**src/rtl/forest_feed_vote.sv**
```systemverilog
// Feeds a 51-bit feature vector, assembled from a 7-byte frame, to NUM_TREES tree
// classifiers and majority-votes their 1-bit outputs into a handshaked result.
module forest_feed_vote #(
   parameter int NUM_TREES = 3,
   parameter int EVAL_LAT  = 1
) (
   input  logic                 clk,
   input  logic                 rst_n,
   input  logic [7:0]           s_data,
   input  logic                 s_valid,
   input  logic                 s_last,
   output logic                 s_ready,
   output logic [50:0]          feat,
   input  logic [NUM_TREES-1:0] tree_o,
   output logic                 m_class,
   output logic [3:0]           m_votes,
   output logic                 m_valid,
   input  logic                 m_ready,
   output logic                 err
);

   typedef enum logic [1:0] {
      LOAD = 2'd0,
      EVAL = 2'd1,
      OUT  = 2'd2
   } state_t;

   state_t      r_state;
   logic [2:0]  r_byte_cnt;
   logic [3:0]  r_wait_cnt;
   logic [50:0] r_feat;
   logic        r_class;
   logic [3:0]  r_votes;
   logic        r_valid;
   logic        r_err;
   logic [3:0]  w_votes;
   logic        w_class;

   function automatic logic [3:0] f_popcount(input logic [NUM_TREES-1:0] v);
      logic [3:0] c;
      c = 4'd0;
      for (int k = 0; k < NUM_TREES; k++) begin
         c = c + {3'd0, v[k]};
      end
      return c;
   endfunction

   // Strict majority: a tie on an even tree count resolves to class 0.
   assign w_votes = f_popcount(tree_o);
   assign w_class = ({1'b0, w_votes} << 1) > 5'(NUM_TREES);

   // Frame assembly, evaluation wait and result hold in one state machine.
   always_ff @(posedge clk or negedge rst_n) begin
      if (!rst_n) begin
         r_state    <= LOAD;
         r_byte_cnt <= 3'd0;
         r_wait_cnt <= 4'd0;
         r_feat     <= 51'd0;
         r_class    <= 1'b0;
         r_votes    <= 4'd0;
         r_valid    <= 1'b0;
         r_err      <= 1'b0;
      end else begin
         r_err <= 1'b0;
         case (r_state)
            LOAD: begin
               if (s_valid) begin
                  if (r_byte_cnt == 3'd6) begin
                     r_feat[50:48] <= s_data[2:0];
                     r_byte_cnt    <= 3'd0;
                     if (s_last) begin
                        r_state    <= EVAL;
                        r_wait_cnt <= 4'd0;
                     end else begin
                        r_err <= 1'b1;
                     end
                  end else begin
                     for (int k = 0; k < 6; k++) begin
                        if (r_byte_cnt == 3'(k)) begin
                           r_feat[8*k +: 8] <= s_data;
                        end
                     end
                     if (s_last) begin
                        r_err      <= 1'b1;
                        r_byte_cnt <= 3'd0;
                     end else begin
                        r_byte_cnt <= r_byte_cnt + 3'd1;
                     end
                  end
               end
            end
            EVAL: begin
               if (r_wait_cnt == 4'(EVAL_LAT - 1)) begin
                  r_votes    <= w_votes;
                  r_class    <= w_class;
                  r_valid    <= 1'b1;
                  r_wait_cnt <= 4'd0;
                  r_state    <= OUT;
               end else begin
                  r_wait_cnt <= r_wait_cnt + 4'd1;
               end
            end
            OUT: begin
               if (m_ready) begin
                  r_valid <= 1'b0;
                  r_state <= LOAD;
               end
            end
            default: begin
               r_valid <= 1'b0;
               r_state <= LOAD;
            end
         endcase
      end
   end

   assign s_ready = (r_state == LOAD);
   assign feat    = r_feat;
   assign m_class = r_class;
   assign m_votes = r_votes;
   assign m_valid = r_valid;
   assign err     = r_err;

endmodule

```
**config.mk**
```make
export PLATFORM = sky130hd
export DESIGN_NAME = forest_feed_vote
export DESIGN_NICKNAME = d
export VERILOG_FILES = /design/src/rtl/forest_feed_vote.sv
export SDC_FILE = /design/constraint.sdc
export NUM_CORES = 1
export LEC_CHECK = 0
export CORE_MARGIN = 4
export CORE_UTILIZATION = 30
export DETAILED_ROUTE_END_ITERATION = 8
export SLEW_MARGIN = 20
export SYNTH_ARGS = -nofsm -noshare
export SYNTH_HDL_FRONTEND = slang
export SYNTH_SLANG_ARGS = --single-unit
export TNS_END_PERCENT = 30
```
**constraint.sdc**
```tcl
create_clock -name clk -period 2.35 [get_ports clk]
set_clock_uncertainty 0.2 [all_clocks]
set_input_delay 0.47 -clock clk [delete_from_list [all_inputs] [get_ports clk]]
set_output_delay 0.47 -clock clk [all_outputs]
set_load 0.03 [all_outputs]
```
==> out/qor.yml <==
routing:
  viasPerCell: 4.66
  dr.pass1.iters: 4
  drtIter0Drc: 59
  ant_nets: 0
  wl_mm: 6.40
  routed-via-count: 1780
  drc: 0
  wire_per_inst_um: 16.8
placed_design:
  dpl_worst_slack_ps: 71.1
  io_buffers: 72
  dpl.hpwl_mm: 4.49
  gp_congestion: 0.724
critical_path:
  cp-end-kind: "output pin"
  critPathArrivalTime_ps: 1400
  timing.rr.start: "r_byte_cnt[0]"
  crit_start: "m_class"
  cp_max_fo: 3
  slowest_stage: "clkdlybuf4s50_1"
  max_stage_delay_ps: 690
  cp_data_required_time_ps: 1680
  start_kind: "flip-flop"
  crit_type: "flip-flop to output pin"
  cp_num_buf_inv: 1
  cp_cell_sequence: "clkdlybuf4s50_1"
  path_delay_family: "buffers and inverters"
sta:
  fin_crit_ps: 2070
  setup_viol: 0
  slew_violations: 0
  hold_violations: 0
  fin_ws_ps: 284
  finalCritPeriodShare: 0.879
  fmax_ghz: 0.484
  setup_tns_ps: 0
  rsz0062_at_grt: "false"
  holdWs_ps: 296
floorplanning:
  die_y_um: 104
  die-area_sq_mm: 0.0107
  initial_core_util: 0.311
  core_sq_mm: 0.00881
  num_rows: 34
  ios: 75
  die_w_um: 104
synthesis:
  ys_types: 38
  synth_edf_count: 0
  synth_area_sq_mm: 0.00274
  yosys_warnings: 0
  ys_seq_area_frac: 0.585
  synth-seq-cells: 64
  syn_avg_cell_area_sq_um: 14.9
  netlist_instances: 184
  synth_flop_cell: "dfrtp_1"
  async_flop_share: 1.00
power_and_ir_drop:
  ir_worst_vdd_mv: 0.687
  power_leakage_nw: 1.69
  p_per_area_mw_per_mm2: 1290
run:
  maxCapViolCount: 0
finish:
  drive_gt1_frac: 0.303
  layout_commonest_cell: "clkdlybuf4s50_1"
  fillers: 823
  final_cell_mix: "70 x clkdlybuf4s50_1, 64 x dfrtp_1, 44 x mux2_2"
  diodes: 0
  final_core_util: 0.432
  nNetsFinal: 293
  area_delta_synth_final_pct: 39.0
clocking:
  htreeDepth: 3
  clk_latency_ps: 340
  cts_num_sinks: 64
  postCtsSetupRepairBufs: 0
  clockRootBuffer: "clkbuf_8"
  cts_buffers: 9
  path_clk_slew_ps: 70
  clk_path_buf_depth: 2
  cts_tree: "yes"
grt:
  grt_pass1_wl_mm: 10.8
  grt_max_degree: 65
  antenna_found_initial: 0
  grt-ovfl-total: 0
  gr-usage-all-layers: 0.129
  grt_pass1_vias: 1909
outcome:
  outcome: "completed"
hold_path:
  hp-start: "feat[6]"
  min_path_type: "flip-flop to flip-flop"
## final timing paths
check | slack [ps] | depth (start not counted) | endpoint
max | 280 | 1 | m_class
min | 300 | 1 | feat[6]
max reg2reg | 380 | 5 | feat[42]
min reg2reg | 300 | 1 | feat[6]
max in group asynchronous | 1180 | 3 | feat[44]
min in group asynchronous | 470 | 3 | r_wait_cnt[3]
## registers in the layout (all words and copies together) (netlist names)
register,flops
m_votes,1
m_valid,1
r_state,2
err,1
m_class,1
r_byte_cnt,3
feat,51
r_wait_cnt,4
## cell usage after synthesis, types with 2 or more instances
library cell,number,area share
nand3_1,3,0.0055
and2b_1,2,0.0055
inv_1,7,0.0096
mux2_4,8,0.044
dfrtp_1,64,0.59
ha_1,7,0.032
nand2_2,2,0.0046
nor2_1,3,0.0041
buf_4,4,0.011
nand2_1,8,0.011
nor3b_2,2,0.0091
a211o_1,2,0.0064
mux2_2,44,0.18
o21ai_0,2,0.0037
o22ai_1,3,0.0069
## worst reg2reg max path, delay by kind of cell (launching register included)
family,cells,cell delay (ps)
adders and majority gates,1,240
buffers and inverters,1,100
DFF,1,420
muxes,1,370
and+or+nand+nor,2,520
## timing repair
item,CTS,global route
gates resized for setup,0,1
hold buffers,1,0
hold endpoints to repair,64,0
setup endpoints to repair,0,1
## final cells by class
class	count	area, sq um	share of cell area
clock buffer	14	173	0.0454
sequential	64	1600	0.421
timing repair buffer	79	798	0.210
clock inverter	2	12.5	0.00329
multi-input combinational	108	1060	0.278
tap	108	135	0.0355
inverter	7	26.3	0.00691
## logic make-up after synthesis
group                      after synthesis  synth area share
adders and majority gates                8            0.0393
muxes                                   53             0.229
AOI/OAI and AO/OA                       11            0.0279
xor gates and xnor gates                 1           0.00320
buffers and inverters                   13            0.0297
other                                    1           0.00137
DFF                                     64             0.585
and+or+nand+nor                         33            0.0846
## power breakdown
| part | leakage (nW) | internal, mW | total [mW] | switching [mW] |
|---|---|---|---|---|
| Sequential | 0.801 | 1.51 | 1.74 | 0.234 |
| Combinational | 0.801 | 1.07 | 2.28 | 1.21 |
| Clock | 0.0927 | 0.469 | 0.887 | 0.418 |
## metal layers
| metal | routed length (um) | share of wire | track usage | vias up |
|---|---|---|---|---|
| li1 | - | - | - | 818 |
| met1 | 3000 | 0.47 | 0.167 | 897 |
| met2 | 2880 | 0.45 | 0.195 | 53 |
| met3 | 400 | 0.062 | 0.0460 | 12 |
| met4 | 124 | 0.019 | 0.0570 | 0 |
| met5 | 0 | 0 | 0 | - |
## through the flow
step | instance area [sq um] | total power, mW | cells
detailed placement | 3610 | 4.08 | 365
CTS | 3800 | 4.99 | 382
global route | 3800 | 5.19 | 382
finish | 3800 | 4.91 | 382
global placement | 3610 | 4.06 | 365
floorplan | 2740 | 3.02 | 185
No activity file was read; power rests on OpenSTA's default activity.
